$ cat src/rtl/fixed_point_addsub_pipe_pkg.sv
// -----------------------------------------------------------------------------
// fixed_point_pkg
// Shared definitions for the sign-magnitude fixed-point add/sub pipeline:
//   OP_ADD / OP_SUB : per-lane operation encodings
//   sm_max_mag(n)   : largest magnitude representable in an n-bit
//                     sign-magnitude word (2^(n-1) - 1), used for saturation
// -----------------------------------------------------------------------------
package fixed_point_pkg;

   localparam logic OP_ADD = 1'b0;
   localparam logic OP_SUB = 1'b1;

   function automatic logic [31:0] sm_max_mag(input int unsigned n);
      return (32'd1 << (n - 32'd1)) - 32'd1;
   endfunction

endpackage

$ cat src/rtl/fixed_point_addsub_pipe_if.sv
// -----------------------------------------------------------------------------
// fixed_point_addsub_pipe_if
// Groups the operand stream, result stream and overflow status of the
// add/sub pipeline.
//   master : the environment (drives operands, out_ready, ovf_clr)
//   slave  : the pipeline   (drives in_ready, results, ovf_sticky)
// Lane k of every packed bus lives at [k*N +: N].
// -----------------------------------------------------------------------------
interface fixed_point_addsub_pipe_if #(
   parameter int N     = 16,
   parameter int LANES = 1
);
   logic                 in_valid;
   logic                 in_ready;
   logic [LANES*N-1:0]   in_a;
   logic [LANES*N-1:0]   in_b;
   logic [LANES-1:0]     in_op;
   logic                 out_valid;
   logic                 out_ready;
   logic [LANES*N-1:0]   out_c;
   logic [LANES-1:0]     out_ovf;
   logic                 ovf_sticky;
   logic                 ovf_clr;

   modport master (
      output in_valid, in_a, in_b, in_op, out_ready, ovf_clr,
      input  in_ready, out_valid, out_c, out_ovf, ovf_sticky
   );

   modport slave (
      input  in_valid, in_a, in_b, in_op, out_ready, ovf_clr,
      output in_ready, out_valid, out_c, out_ovf, ovf_sticky
   );
endinterface

$ cat src/rtl/fixed_point_addsub_lane.sv
// -----------------------------------------------------------------------------
// fixed_point_addsub_lane
// Two-stage sign-magnitude add/sub datapath for one lane; no handshake logic.
//   clk, rst   : clock, synchronous active-high reset
//   s1_en_i    : load stage 1 from a_i/b_i/op_i
//   s2_en_i    : load stage 2 (c_o/ovf_o) from stage 1
//   a_i, b_i   : sign-magnitude operands
//   op_i       : OP_ADD (A+B) or OP_SUB (A-B)
//   c_o        : saturated, zero-normalised result
//   ovf_o      : result was saturated
// -----------------------------------------------------------------------------
module fixed_point_addsub_lane
   import fixed_point_pkg::*;
#(
   parameter int N = 16
) (
   input  logic         clk,
   input  logic         rst,
   input  logic         s1_en_i,
   input  logic         s2_en_i,
   input  logic [N-1:0] a_i,
   input  logic [N-1:0] b_i,
   input  logic         op_i,
   output logic [N-1:0] c_o,
   output logic         ovf_o
);
   localparam int            MW      = N - 1;
   localparam logic [MW-1:0] MAX_MAG = MW'(sm_max_mag(N));

   logic [MW-1:0] big_d, big_q, small_d, small_q;
   logic          sign_d, sign_q, sub_d, sub_q;
   logic [MW-1:0] mag_a_s, mag_b_s, mag_s;
   logic          sign_a_s, sign_b_s, a_big_s, ovf_s;
   logic [N-1:0]  sum_s, c_d;
   logic [MW-1:0] diff_s;

   // Stage 1: drop negative zero, fold op into B's sign, order by magnitude
   always_comb begin
      mag_a_s  = a_i[MW-1:0];
      mag_b_s  = b_i[MW-1:0];
      sign_a_s = a_i[N-1] & (mag_a_s != {MW{1'b0}});
      sign_b_s = (b_i[N-1] & (mag_b_s != {MW{1'b0}})) ^ (op_i == OP_SUB);
      a_big_s  = (mag_a_s >= mag_b_s);
      big_d    = a_big_s ? mag_a_s : mag_b_s;
      small_d  = a_big_s ? mag_b_s : mag_a_s;
      // the larger operand's sign wins; equal-magnitude cancellation is fixed up in stage 2
      sign_d   = a_big_s ? sign_a_s : sign_b_s;
      sub_d    = sign_a_s ^ sign_b_s;
   end

   // Stage 1 registers
   always_ff @(posedge clk) begin
      if (rst) begin
         big_q   <= {MW{1'b0}};
         small_q <= {MW{1'b0}};
         sign_q  <= 1'b0;
         sub_q   <= 1'b0;
      end else if (s1_en_i) begin
         big_q   <= big_d;
         small_q <= small_d;
         sign_q  <= sign_d;
         sub_q   <= sub_d;
      end else begin
         big_q   <= big_q;
         small_q <= small_q;
         sign_q  <= sign_q;
         sub_q   <= sub_q;
      end
   end

   // Stage 2: magnitude add with saturation or ordered subtract, then zero-normalise sign
   always_comb begin
      sum_s  = {1'b0, big_q} + {1'b0, small_q};
      diff_s = big_q - small_q;
      if (sub_q) begin
         mag_s = diff_s;
         ovf_s = 1'b0;
      end else if (sum_s > {1'b0, MAX_MAG}) begin
         mag_s = MAX_MAG;
         ovf_s = 1'b1;
      end else begin
         mag_s = sum_s[MW-1:0];
         ovf_s = 1'b0;
      end
      c_d = {sign_q & (mag_s != {MW{1'b0}}), mag_s};
   end

   // Stage 2 registers drive the outputs directly
   always_ff @(posedge clk) begin
      if (rst) begin
         c_o   <= {N{1'b0}};
         ovf_o <= 1'b0;
      end else if (s2_en_i) begin
         c_o   <= c_d;
         ovf_o <= ovf_s;
      end else begin
         c_o   <= c_o;
         ovf_o <= ovf_o;
      end
   end
endmodule

$ cat src/rtl/fixed_point_addsub_pipe.sv
// -----------------------------------------------------------------------------
// fixed_point_addsub_pipe
// Multi-lane, two-stage pipelined sign-magnitude adder/subtractor with
// saturation on a valid/ready stream.
//   clk  : clock
//   rst  : synchronous active-high reset; discards in-flight data
//   bus  : slave side of fixed_point_addsub_pipe_if (operands, results,
//          per-lane overflow, sticky overflow and its clear)
// Lanes are independent in data and share one handshake. in_ready depends
// combinationally on out_ready (no skid buffer).
// -----------------------------------------------------------------------------
module fixed_point_addsub_pipe
   import fixed_point_pkg::*;
#(
   parameter int N     = 16,
   parameter int Q     = 8,
   parameter int LANES = 1
) (
   input  logic                        clk,
   input  logic                        rst,
   fixed_point_addsub_pipe_if.slave    bus
);
   if (N < 3 || Q > N - 2 || LANES < 1) begin : g_param_check
      $error("fixed_point_addsub_pipe: illegal N/Q/LANES combination");
   end

   logic s1_valid_d, s1_valid_q;
   logic out_valid_d, out_valid_q;
   logic sticky_d, sticky_q;
   logic s1_load_s, s2_load_s, s1_en_s, s2_en_s;

   // Handshake, stage enables and next-state of the valid bits / sticky flag
   always_comb begin
      s2_load_s   = ~out_valid_q | bus.out_ready;
      s1_load_s   = ~s1_valid_q | s2_load_s;
      s1_en_s     = bus.in_valid & s1_load_s;
      s2_en_s     = s1_valid_q & s2_load_s;
      s1_valid_d  = s1_load_s ? bus.in_valid : s1_valid_q;
      out_valid_d = s2_load_s ? s1_valid_q : out_valid_q;
      // a transfer carrying overflow beats a simultaneous clear
      if (out_valid_q & bus.out_ready & (|bus.out_ovf)) begin
         sticky_d = 1'b1;
      end else if (bus.ovf_clr) begin
         sticky_d = 1'b0;
      end else begin
         sticky_d = sticky_q;
      end
   end

   // Control state registers
   always_ff @(posedge clk) begin
      if (rst) begin
         s1_valid_q  <= 1'b0;
         out_valid_q <= 1'b0;
         sticky_q    <= 1'b0;
      end else begin
         s1_valid_q  <= s1_valid_d;
         out_valid_q <= out_valid_d;
         sticky_q    <= sticky_d;
      end
   end

   assign bus.in_ready   = s1_load_s;
   assign bus.out_valid  = out_valid_q;
   assign bus.ovf_sticky = sticky_q;

   for (genvar k = 0; k < LANES; k++) begin : g_lane
      fixed_point_addsub_lane #(.N(N)) u_lane (
         .clk     (clk),
         .rst     (rst),
         .s1_en_i (s1_en_s),
         .s2_en_i (s2_en_s),
         .a_i     (bus.in_a[k*N +: N]),
         .b_i     (bus.in_b[k*N +: N]),
         .op_i    (bus.in_op[k]),
         .c_o     (bus.out_c[k*N +: N]),
         .ovf_o   (bus.out_ovf[k])
      );
   end
endmodule

$ cat src/flat_wrapper.sv
// flat-port wrapper written by rule: the top's interface ports become plain ports
module fixed_point_addsub_pipe_flat import fixed_point_pkg::*;
#(
   parameter int N     = 16,
   parameter int Q     = 8,
   parameter int LANES = 1
)
  (clk, rst, bus_in_valid, bus_in_a, bus_in_b, bus_in_op, bus_out_ready, bus_ovf_clr, bus_in_ready, bus_out_valid, bus_out_c, bus_out_ovf, bus_ovf_sticky);
  fixed_point_addsub_pipe_if #(.N(N), .LANES(LANES)) bus_i ();
  input  logic clk;
  input  logic rst;
  input wire logic [$bits(bus_i.in_valid)-1:0] bus_in_valid;
  input wire logic [$bits(bus_i.in_a)-1:0] bus_in_a;
  input wire logic [$bits(bus_i.in_b)-1:0] bus_in_b;
  input wire logic [$bits(bus_i.in_op)-1:0] bus_in_op;
  input wire logic [$bits(bus_i.out_ready)-1:0] bus_out_ready;
  input wire logic [$bits(bus_i.ovf_clr)-1:0] bus_ovf_clr;
  output wire logic [$bits(bus_i.in_ready)-1:0] bus_in_ready;
  output wire logic [$bits(bus_i.out_valid)-1:0] bus_out_valid;
  output wire logic [$bits(bus_i.out_c)-1:0] bus_out_c;
  output wire logic [$bits(bus_i.out_ovf)-1:0] bus_out_ovf;
  output wire logic [$bits(bus_i.ovf_sticky)-1:0] bus_ovf_sticky;
  assign bus_i.in_valid = bus_in_valid;
  assign bus_i.in_a = bus_in_a;
  assign bus_i.in_b = bus_in_b;
  assign bus_i.in_op = bus_in_op;
  assign bus_i.out_ready = bus_out_ready;
  assign bus_i.ovf_clr = bus_ovf_clr;
  assign bus_in_ready = bus_i.in_ready;
  assign bus_out_valid = bus_i.out_valid;
  assign bus_out_c = bus_i.out_c;
  assign bus_out_ovf = bus_i.out_ovf;
  assign bus_ovf_sticky = bus_i.ovf_sticky;
  fixed_point_addsub_pipe #(.N(N), .Q(Q), .LANES(LANES)) u_core (.clk(clk), .rst(rst), .bus(bus_i));
endmodule
$ cat config.mk
export PLATFORM = sky130hd
export DESIGN_NAME = fixed_point_addsub_pipe_flat
export DESIGN_NICKNAME = d
export VERILOG_FILES = /design/src/rtl/fixed_point_addsub_pipe_pkg.sv /design/src/rtl/fixed_point_addsub_pipe_if.sv /design/src/rtl/fixed_point_addsub_lane.sv /design/src/rtl/fixed_point_addsub_pipe.sv /design/src/flat_wrapper.sv
export SDC_FILE = /design/constraint.sdc
export NUM_CORES = 1
export LEC_CHECK = 0
export CORE_MARGIN = 1.5
export CORE_UTILIZATION = 50
export CTS_CLUSTER_SIZE = 14
export DETAILED_ROUTE_END_ITERATION = 6
export PLACE_DENSITY = 0.83
export SLEW_MARGIN = 20
export SYNTH_ARGS = -nofsm -noshare
export SYNTH_HDL_FRONTEND = slang
export SYNTH_HIERARCHICAL = 1
export SYNTH_SLANG_ARGS = --single-unit
export TNS_END_PERCENT = 30
$ cat constraint.sdc
create_clock -name clk -period 3.83 [get_ports clk]
set_input_delay 0.9575 -clock clk [delete_from_list [all_inputs] [get_ports clk]]
set_output_delay 0.9575 -clock clk [all_outputs]
set_load 0.05 [all_outputs]
### Word level (Yosys, flattened, before mapping)

Cells that the tools add are included.

| cells by class | value |
|---|---|
| reductions and logical operators | 4 |
| bitwise gates (word level) | 13 |
| multiplexer cells | 9 |
| $lt $le $gt $ge | 2 |
| add/sub/neg operators | 2 |

Operator list:

| cell | count |
|---|---|
| 2-to-1 mux 15 bit | 4 |
| nonzero test 15 bit | 3 |
| adder 15 x 15 -> 16 bit | 1 |
| > comparator 16 x 15 -> 1 bit, second input constant | 1 |
| greater-or-equal comparator 15 bit | 1 |
| subtractor 15 bit | 1 |
| bitwise AND 1 bit | 7 |
| 2-to-1 mux 1 bit | 5 |
| inverter 1 bit | 2 |
| bitwise OR 1 bit | 2 |
| nonzero test 2 bit | 1 |
| bitwise XOR 1 bit | 2 |

| word-level totals | value |
|---|---|
| bits of input ports | 38 |
| bits in registers | 52 |
| logic and storage cells | 39 |
| output and inout port bits | 20 |

### Logic depth before layout (Yosys ltp)

| logic depth | value |
|---|---|
| depth after elaboration | 6 |
| depth in mapped cells | 12 |
| mapped depth without buffers | 12 |

### By module

Netlist, hierarchy kept.

By module, submodules not included:

| module | area each (um^2) | cells an instance | seq. area each (um^2) | times used |
|---|---|---|---|---|
| fixed_point_addsub_lane | 4284.1 | 544 | 980.9 | 1 |
| fixed_point_addsub_pipe | 138.9 | 14 | 60.1 | 1 |

### Worst setup path before layout

No wires, ideal clock.

| path | value |
|---|---|
| kind | input to register |
| from | input port bus_in_a[0] |
| to | register u_core.g_lane[0].u_lane.small_q[14] |
| arrival | 2.846 ns |
| path slack | 0.846 ns |
| path buffers | 2 |
| setup time | 0.138 ns |
| required time | 3.692 ns |
| stages on the path | 12 |
| cell sequence | inv_1 ha_1 nand2b_1 a2111oi_0 a2111oi_0 nor3_1 o211a_1 buf_4 clkbuf_1 nor2_1 a21oi_1 a211oi_1 |

| between the ends | value |
|---|---|
| word-level cells in the longest chain between the ends | 2 |

RTL lines:

| what | RTL line | text |
|---|---|---|
| start, declared | flat_wrapper.sv:13 | `input wire logic [$bits(bus_i.in_a)-1:0] bus_in_a;` |
| greater-or-equal comparator 15 bit | fixed_point_addsub_lane.sv:43 | `a_big_s = (mag_a_s >= mag_b_s);` |
| 2-to-1 mux 15 bit | fixed_point_addsub_lane.sv:45 | `small_d = a_big_s ? mag_b_s : mag_a_s;` |
| end signal, assigned | fixed_point_addsub_lane.sv:55 | `small_q <= {MW{1'b0}};` |
| end signal, assigned | fixed_point_addsub_lane.sv:60 | `small_q <= small_d;` |
| end signal, assigned | fixed_point_addsub_lane.sv:65 | `small_q <= small_q;` |
| end, declared | fixed_point_addsub_lane.sv:30 | `logic [MW-1:0] big_d, big_q, small_d, small_q;` |

Every way passes these cells.
A chain may end at the register's enable or synchronous reset.

### Final worst setup path

| path | value |
|---|---|
| from | input port bus_in_a[0] |
| to | register u_core.g_lane[0].u_lane.small_q[0] |

| between the ends | value |
|---|---|
| word-level cells in the longest chain between the ends | 2 |

RTL lines:

| what | RTL line |
|---|---|
| greater-or-equal comparator 15 bit | fixed_point_addsub_lane.sv:43 |
| 2-to-1 mux 15 bit * | fixed_point_addsub_lane.sv:45 |

Mark *: on every way between the ends. The rest lies on a longest branch, timed or not.

==> results.md <==
Clock tree:
- The number of setup buffers added after CTS is 0.
- The clock net in this run drives a total of 52 sinks.
- The number of cells upsized or downsized after cts is 0.
- In this run the clock root is driven by a clkbuf_8.
- The number of clock buffers added by TritonCTS is 5.
- The number of hold buffers added after cts is 0.
- TritonCTS built the clock tree.
- The maximum buffer depth of the clock tree is 2.
- The H-tree generated during clock tree synthesis spans 2 levels.
- The clock latency reported for the late side of the worst-skew pair is 0.30 ns.
- The clock slew at the register clock pins of the worst setup and hold paths is 0.09 ns.

Synthesis:
- Summed over all instances, the cell type with the most area after synthesis is dfxtp_1.
- By area the synthesized netlist is led by dfxtp_1 24%, ha_1 12%, nor2_1 6.7%, a211oi_1 5.9%, a21oi_1 5.7%.
- The post-synthesis mux area share is 0.05686.
- After synthesis, the mean cell area works out to 7.927 sq um.
- Of the post-synthesis cell area, the dominant cell type holds 0.2354.
- The cell count after synthesis came out at 558.
- The number of different library cells in the post-synthesis netlist is 78.
- The share of flip-flops with an asynchronous set or reset after synthesis is 0.
- For this run, the register share of the synthesized area comes to 0.2354.
- Of the total synthesized cell area, the portion taken by full adders, half adders and majority gates is 0.1335.
- The number of synthesized register bits is 52.
- For this run, the number of Yosys warnings is 6.
- The share of the synthesized area in compound gates (AO/OA/AOI/OAI) was 0.2588.
- The post-synthesis simple-gate area fraction is 0.2116.
- Yosys mapped a number of flops with a built-in enable equal to 0.
- Of the total synthesized cell area, the portion taken by XOR and XNOR cells is 0.02376.
- The most used flip-flop cell after synthesis is dfxtp_1.
- The total nets after synthesis is 642.
- After synthesis the cells add up to 0.004423 sq mm.
- The largest family of logic cells by synthesized area is compound AO/OA/AOI/OAI gates.

Route:
- The sum of met2 wire segment lengths after detailed routing is 4.855 mm.
- In the routed design, unresolved DRC markers number 0.
- For this run, the detailed router's first-pass iteration total came to 6.
- In the final routed layout, each cell accounts on average for 15.00 um.
- The post-route met1 wirelength is 4.899 mm.
- The wire length on met3 is 638 um.
- The total detailed-routing wirelength is 10.56 mm.
- In the routed layout, each cell is associated on average with a via count of 5.803.
- The top layer reached by signal wires is met4.
- The remaining antenna violation count after routing is 0.
- The number of DRC markers after the initial detailed-route iteration is 241.
- The overall via count from detail_route is 4085.

Hold path:
- The worst hold path belongs to the class reg -> reg.

Layout:
- The share of cells above drive strength 1 is 0.06208.
- The leading cell type in the layout, fill and taps excluded is nor2_1.
- The area of the multi-input gates is 0.003028 sq mm.
- Leaving out fill and tap cells, the most frequent cells in the layout are 79 x nor2_1, 57 x clkdlybuf4s50_1, 52 x dfxtp_1, 50 x a21oi_1, 46 x inv_1.
- The sequential cell area is 0.001041 sq mm.
- Once layout is complete, the utilization of the core stands at 0.5907.
- The area growth from synthesis to layout is 15.33%.
- The number of inserted diodes is 0.
- The filler cells instantiated in the layout total 817.
- After the last flow step, the layout net total stands at 679.

Pwr:
- In this run the power density over the cells is 339.0 mW/mm^2.
- The worst ir drop on vdd is 161.8 uV.
- The reported leakage power is 0.002124 uW.

Worst setup path:
- The sort of element at the start of the critical path is an input port.
- The standard cell with the maximum stage delay on the critical path is clkdlybuf4s50_1.
- The endpoint type of the worst setup path is a flop.
- The endpoint arrival time on the critical path is 3.59 ns.
- The critical register-to-register path startpoint is u_core/g_lane[0].u_lane/small_q[4].
- In this run the critical register-to-register path is captured at u_core/g_lane[0].u_lane/c_o[15].
- The most critical setup path has its startpoint at bus_in_a[0].
- STA puts the critical path data required time at 4.00 ns.
- Of all nets on the critical path, the largest fanout is 46.
- By instance count, the cell type seen most on the critical path is a2111oi_0.
- For the worst flop-to-flop path, the logic depth is 10.
- On the worst path, the slowest cell contributes a delay of 0.51 ns.
- The signal on the critical path passes through clkdlybuf4s50_1 > inv_1 > ha_1 > nand2b_1 > a2111oi_0 > a2111oi_0 > nor3_1 > o211a_1 > buf_12 > mux2i_1 > a211oi_1.
- In this run the worst setup path terminates at u_core/g_lane[0].u_lane/small_q[0].
- The setup slack of the most critical reg-to-reg path is 0.93 ns.
- The startpoint-to-endpoint class of the critical path is in -> reg.

Die:
- The initial utilization of the core area, before any placement, comes to 0.5122.
- The top-level I/O count is 58.
- The die covers 0.009420 sq mm.
- In this run the core area contains 34 standard-cell rows.
- In this run the vertical extent of the chip is 97.06 um.
- The die boundary width is 97.06 um.
- The core region is 0.008636 sq mm.

STA:
- Setup repair after global routing left no endpoint under its margin.
- Setup violations remaining at the end of the flow were counted as 0.
- The max-slew violation count came to 0.
- The number of hold violations in the final report is 0.
- The measured slew at the worst slew-check pin is 0.6057 ns.
- The achievable frequency is 291.8 MHz.
- The share of the clock period used by the worst path after layout is 0.8949.
- Subtracting the final worst setup slack from the clock period gives 3.427 ns.
- The total negative slack for setup checks is 0 ns.
- The relative slew slack is 0.5962.
- Across the routed clock network, the largest skew measured is 0.007698 ns.

Place:
- The count of port buffers added during placement is 57.
- At the end of routability-driven placement, the weighted congestion stood at 0.8976.
- The estimated wirelength of the detail-placed design is 8.473 mm.

Global routing:
- The via count of the first global-routing pass came to 3906.
- The total congestion overflow after global routing is 0.
- The global-route wire length before repair is 18.02 mm.
- The global-route total usage across every layer is 0.2272.
- The maximum number of pins on one net before global-route repair is 63.
- The number of antenna violations at the first check in global routing is 0.

Outcome:
- The run finished with clean final reports.

Run:
- The max-cap violation count is 0.
==> cell usage after synthesis (all sizes together) (4+ instances only) <==
cell type	count
a2111oi	4
a211oi	37
a21o	7
a21oi	51
buf	16
clkbuf	15
dfxtp	52
ha	44
inv	47
mux2i	24
nand2	27
nand2b	9
nand3	6
nor2	79
nor2b	5
nor3	19
nor4	9
o211ai	5
o21a	4
o21ai	20
or3	10
xnor2	10
==> critical path, delay by kind of cell <==
family          cells  cell delay (ns)
compound gates      4             0.88
buf+inv             3             0.82
simple gates        2             0.33
mux                 1             0.32
fa+ha+maj           1             0.28
==> worst min path at each step <==
stage                                        start                              to  slack [ns]  cells after the start
global placement    u_core/g_lane[0].u_lane/c_o[8]  u_core/g_lane[0].u_lane/c_o[8]        0.45                      2
floorplan           u_core/g_lane[0].u_lane/sign_q  u_core/g_lane[0].u_lane/sign_q        0.46                      2
CTS                 u_core/g_lane[0].u_lane/c_o[4]  u_core/g_lane[0].u_lane/c_o[4]        0.47                      2
detailed placement  u_core/g_lane[0].u_lane/c_o[4]  u_core/g_lane[0].u_lane/c_o[4]        0.46                      2
finish              u_core/g_lane[0].u_lane/c_o[4]  u_core/g_lane[0].u_lane/c_o[4]        0.47                      2
global route        u_core/g_lane[0].u_lane/c_o[4]  u_core/g_lane[0].u_lane/c_o[4]        0.50                      2
==> per-layer routing <==
layer / global-route usage / vias to the layer above
li1: - / 2082
met1: 0.3052 / 1856
met2: 0.3771 / 130
met3: 0.03957 / 17
met4: 0.05909 / 0
met5: 0 / -
==> cells by family (layout without fill, tap and decap cells) <==
kind of cell | count (synthesis) | in the layout
adders and majority gates | 46 | 46
AOI/OAI and AO/OA | 159 | 159
xor gates and xnor gates | 12 | 12
and+or+nand+nor | 186 | 186
DFF | 52 | 52
muxes | 25 | 25
buffers and inverters | 78 | 116
==> sequential cells by signal (all words and copies together), names as in the netlist <==
name	count
u_core/g_lane.u_lane/small_q	15
u_core/bus.out_valid	1
u_core/bus.ovf_sticky	1
u_core/g_lane.u_lane/big_q	15
u_core/s1_valid_q	1
u_core/g_lane.u_lane/sub_q	1
u_core/g_lane.u_lane/ovf_o	1
u_core/g_lane.u_lane/c_o	16
u_core/g_lane.u_lane/sign_q	1
==> metrics by stage <==
| stage | setup slack, ns | instance area, sq um | instances | total power (uW) | hold slack (ns) |
|---|---|---|---|---|---|
| floorplan | 0.8464 | 4423 | 558 | 1187 | 0.4607 |
| global placement | 0.1640 | 4994 | 696 | 1345 | 0.4464 |
| detailed placement | 0.06802 | 4994 | 696 | 1365 | 0.4553 |
| CTS | 0.3939 | 5101 | 704 | 1733 | 0.4669 |
| global route | 0.1449 | 5101 | 704 | 1845 | 0.4968 |
| finish | 0.4027 | 5101 | 704 | 1729 | 0.4651 |
==> power breakdown <==
part           total (uW)  leakage [uW]  internal (uW)  switching, uW
Clock                 372     0.0000552            194            177
Combinational         738       0.00164            305            433
Sequential            620      0.000429            585           34.8
==> layout make-up <==
type                    instances  area share
well taps                     108     0.02649
multi-input cells             428      0.5936
repair buffers                 61      0.1202
inverters                      47     0.03458
flip-flops and latches         52      0.2041
clock buffers                   6     0.01423
clock inverters                 2    0.006868
Note: power is estimated with default switching activity, not from simulation.
==> RTL edit 1, RTL diff (same flow settings) <==
`N` is set to 16 in 4 places; all go to 15.
--- a/src/rtl/fixed_point_addsub_pipe_if.sv
+++ b/src/rtl/fixed_point_addsub_pipe_if.sv
@@ -9,3 +9,3 @@
 interface fixed_point_addsub_pipe_if #(
-   parameter int N     = 16,
+   parameter int N     = 15,
    parameter int LANES = 1
--- a/src/rtl/fixed_point_addsub_lane.sv
+++ b/src/rtl/fixed_point_addsub_lane.sv
@@ -14,3 +14,3 @@
 #(
-   parameter int N = 16
+   parameter int N = 15
 ) (
--- a/src/rtl/fixed_point_addsub_pipe.sv
+++ b/src/rtl/fixed_point_addsub_pipe.sv
@@ -14,3 +14,3 @@
 #(
-   parameter int N     = 16,
+   parameter int N     = 15,
    parameter int Q     = 8,
--- a/src/flat_wrapper.sv
+++ b/src/flat_wrapper.sv
@@ -3,3 +3,3 @@
 #(
-   parameter int N     = 16,
+   parameter int N     = 15,
    parameter int Q     = 8,
Interface: changed (resized bus_in_a, bus_in_b and bus_out_c); port bits go from 58 to 55. The function was not compared with the original's and may differ.
==> RTL edit 1 against the unedited design <==
- global-route usage increased by 2.8 points
- utilization increased by 2.0 points
- count of clock-buffer cells in the layout unchanged
- critical path depth unchanged
- worst setup slack got worse by 0.046 ns
- power decreased by 6.2%
- sequential cell count decreased by 3
- sequential share of layout area increased by 0.057 points
- largest cell class unchanged
- routed wire length increased by 1.6%
- fmax decreased by 1.3%
- cell area decreased by 6.0%
- area after synthesis decreased by 6.7%
- combinational power decreased by 3.0%
==> RTL edit 1: results (changes against the unedited design) <==
| Metric | Value |
|---|---|
| Syn nets | `606 (-5.6%)` |
| DRT iter0 DRCs | `228 (-5.4%)` |
| M3 GR Usage | `2.99% (-0.96 points)` |
| Global-route met2 utilization | `41.8% (+4.1 points)` |
| Total number of vias | `4,013 (-1.8%)` |
| Met1 track demand over resource | `33.7% (+3.2 points)` |
| Worst reg2reg endpoint | `u_core/g_lane[0].u_lane/c_o[14]$_SDFFE_PP0P_` |
| Skew final | `0.0131 ns (+0.00541 ns)` |
| Layout cell share with drive strength beyond 1 | `5.86% (-0.35 points)` |
| Hold Crit Endpoint | `u_core/g_lane[0].u_lane/c_o[13]$_SDFFE_PP0P_` |
| Sequential area share after synthesis | `23.8% (+0.23 points)` |
| Final WS setup | `0.357 ns (-0.0461 ns)` |
| Total GRT Usage | `25.5% (+2.8 points)` |
| GPL Wtd Cong | `0.908 (+1.2%)` |
| Clock Power | `311 µW (-16%)` |
| Fillers | `710 (-13%)` |
| RR Startpoint | `u_core/g_lane[0].u_lane/small_q[1]$_SDFFE_PP0P_` |
| Syn Inst Count | `527 (-5.6%)` |
| CP Launch Point | `bus_in_b[3]` |
| First-pass GRT wire length | `18.1 mm (+0.58%)` |
| Clock Power Share | `19.2% (-2.3 points)` |
| Most common library cells after synthesis | `nor2_1, dfxtp_1, inv_1` |
| Worst slack at placement | `0.133 ns (+0.0648 ns)` |
| VDD IR max | `0.000164 V (+1.3%)` |
| Net Switching | `646 µW (about the same)` |
| Worst Path Arrival | `3.65 ns (+0.06 ns)` |
| Register area | `981 µm² (-5.8%)` |
| Drt pass-1 iters | `4 (-2)` |
| Status | `complete, no violations` |
| M1 wire length | `4.84 mm (-1.2%)` |
| R2R Setup Slk | `0.84 ns (-0.09 ns)` |
| Hold Path Origin | `u_core/g_lane[0].u_lane/c_o[13]$_SDFFE_PP0P_` |
| Worst hold margin | `0.477 ns (+0.0117 ns)` |
| Ranking of synthesized cells by area | `dfxtp_1, ha_1, nor2_1` |
| DR WL met3 | `616 µm (-3.4%)` |
| CP Max Fanout | `16 (-65%)` |
| Synth cell types | `63 (-19%)` |
| DP Cell Count | `657 (-5.6%)` |
| Nets | `641 (-5.6%)` |
| Detail Placement HPWL | `8.35 mm (-1.5%)` |
| Routed wl met2 | `4.84 mm (-0.23%)` |
| Seq power | `595 µW (-4.0%)` |
| Largest net degree at the start of global routing | `74 (+17%)` |
| PortBufs | `54 (-5.3%)` |
| WL/cell | `16.1 µm (+7.5%)` |
| Area after DPL | `0.00471 mm² (-5.6%)` |
-- RTL edit 1: cell count changes in the layout (fill, tap and decap cells not counted), sizes merged, moves of 14 or more --
| cell | change |
|---|---|
| a211oi | -28 |
| a21oi | -15 |
| mux2i | -17 |
| nor2 | -23 |
| nor2b | +14 |
| o21bai | +14 |
-- RTL edit 1: logic make-up after synthesis --
| logic type | Yosys count | share of synthesized area, % |
|---|---|---|
| adders and majority gates | 43 | 13.4 |
| xor gates and xnor gates | 12 | 2.55 |
| buffers and inverters | 83 | 8.12 |
| DFF | 49 | 23.8 |
| muxes | 9 | 2.24 |
| and+or+nand+nor | 171 | 23.3 |
| AOI/OAI and AO/OA | 160 | 26.6 |
-- RTL edit 1: area by class of cell --
class | instances | area share (%)
well taps | 102 | 2.66
inverters | 48 | 3.76
multi-input cells | 395 | 58.7
flip-flops and latches | 49 | 20.5
repair buffers | 63 | 12.6
clock inverters | 2 | 0.287
clock buffers | 6 | 1.51
==> RTL edit 2, RTL diff (same flow settings) <==
Without the edit above. Reset style: asynchronous (`rst`), changed in 3 clocked blocks. Comments in the files are not updated.
--- a/src/rtl/fixed_point_addsub_lane.sv
+++ b/src/rtl/fixed_point_addsub_lane.sv
@@ -51,3 +51,3 @@
    // Stage 1 registers
-   always_ff @(posedge clk) begin
+   always_ff @(posedge clk or posedge rst) begin
       if (rst) begin
@@ -88,3 +88,3 @@
    // Stage 2 registers drive the outputs directly
-   always_ff @(posedge clk) begin
+   always_ff @(posedge clk or posedge rst) begin
       if (rst) begin
--- a/src/rtl/fixed_point_addsub_pipe.sv
+++ b/src/rtl/fixed_point_addsub_pipe.sv
@@ -50,3 +50,3 @@
    // Control state registers
-   always_ff @(posedge clk) begin
+   always_ff @(posedge clk or posedge rst) begin
       if (rst) begin
Function: differs if rst is asserted again (counterexample within 4 cycles, from zero or initial values and one cycle with rst high); with rst held inactive, the same outputs for 10 cycles.
==> RTL edit 2 against the unedited design <==
- worst hold slack better by 0.046 ns
- sequential cell count stayed put
- cell area is 0.64% higher
- area after synthesis is 1.2% lower
- worst setup slack worse by 0.097 ns
- routed wire length is 2.2% higher
Power is not compared: it rests on default switching activity, and its combinational part moved more than twofold at a synthesized area within 25%.
==> RTL edit 2: results (changes against the unedited design) <==
| Metric | Value |
|---|---|
| Status | `complete, no violations` |
| GPL Wtd Cong | `0.908 (+1.2%)` |
| Slew HR | `44.6% (-15 points)` |
| #MultiIn Comb | `400 (-6.5%)` |
| Total number of vias | `4,048 (-0.91%)` |
| Leading area contributor after synthesis | `dfrtp_1` |
| Area after DPL | `0.00504 mm² (+0.85%)` |
| Vias in the first global route | `3,921 (+0.38%)` |
| CP Max Fanout | `42 (-8.7%)` |
| M1 wire length | `5.05 mm (+3.0%)` |
| Syn nets | `607 (-5.5%)` |
| Drt pass-1 iters | `5 (-1)` |
| Clock network area share | `1.88% (-0.23 points)` |
| Worst slack at placement | `0.0194 ns (-0.0486 ns)` |
| Post-synthesis mux area share | `5.90% (+0.21 points)` |
| Post-Synth Adder-Cell Area | `13.5% (+0.16 points)` |
| Ranking of synthesized cells by area | `dfrtp_1, ha_1, nor2_1` |
| M3 GR Usage | `3.21% (-0.75 points)` |
| Fillers | `747 (-8.6%)` |
| Global-route met2 utilization | `41.2% (+3.5 points)` |
| Routed wl met2 | `4.93 mm (+1.4%)` |
| Avg Inst Size Synth | `8.36 µm² (+5.4%)` |
| Worst Path Arrival | `3.69 ns (+0.10 ns)` |
| First-pass GRT wire length | `18.2 mm (+0.80%)` |
| WL/cell | `16.0 µm (+6.5%)` |
| Most common library cells after synthesis | `nor2_1, dfrtp_1, ha_1` |
| Synth cell types | `66 (-15%)` |
| Sequential share of cell area | `25.3% (+4.9 points)` |
| Largest net degree at the start of global routing | `78 (+24%)` |
| Total GRT Usage | `24.9% (+2.2 points)` |
| DP Cell Count | `668 (-4.0%)` |
| Inverters | `48 (+2.1%)` |
| DR WL met3 | `605 µm (-5.2%)` |
| Area of the multi-input gates | `0.00280 mm² (-7.7%)` |
| Met1 track demand over resource | `33.2% (+2.7 points)` |
| Async SR Flop Fraction | `100% (+100 points)` |
| Tot Pwr | `2970 µW` |
| Nonclk buf count | `63 (+3.3%)` |
==> RTL edit 2: worst paths after layout <==
path | startpoint | endpoint | slack, ns | cells past startpoint
worst min-delay path | u_core/g_lane[0].u_lane/c_o[5]$_DFFE_PP0P_ | u_core/g_lane[0].u_lane/c_o[5]$_DFFE_PP0P_ | 0.51 | 2
worst max-delay path | bus_in_a[0] | u_core/g_lane[0].u_lane/big_q[5]$_DFFE_PP0P_ | 0.31 | 13
worst max register to register | u_core/g_lane[0].u_lane/big_q[4]$_DFFE_PP0P_ | u_core/g_lane[0].u_lane/c_o[15]$_DFFE_PP0P_ | 0.50 | 10
max in group asynchronous | rst | u_core/g_lane[0].u_lane/small_q[9]$_DFFE_PP0P_ | 2.21 | 2
worst min register to register | u_core/g_lane[0].u_lane/c_o[5]$_DFFE_PP0P_ | u_core/g_lane[0].u_lane/c_o[5]$_DFFE_PP0P_ | 0.51 | 2
min in group asynchronous | rst | u_core/s1_valid_q$_DFFE_PP0P_ | 0.86 | 2
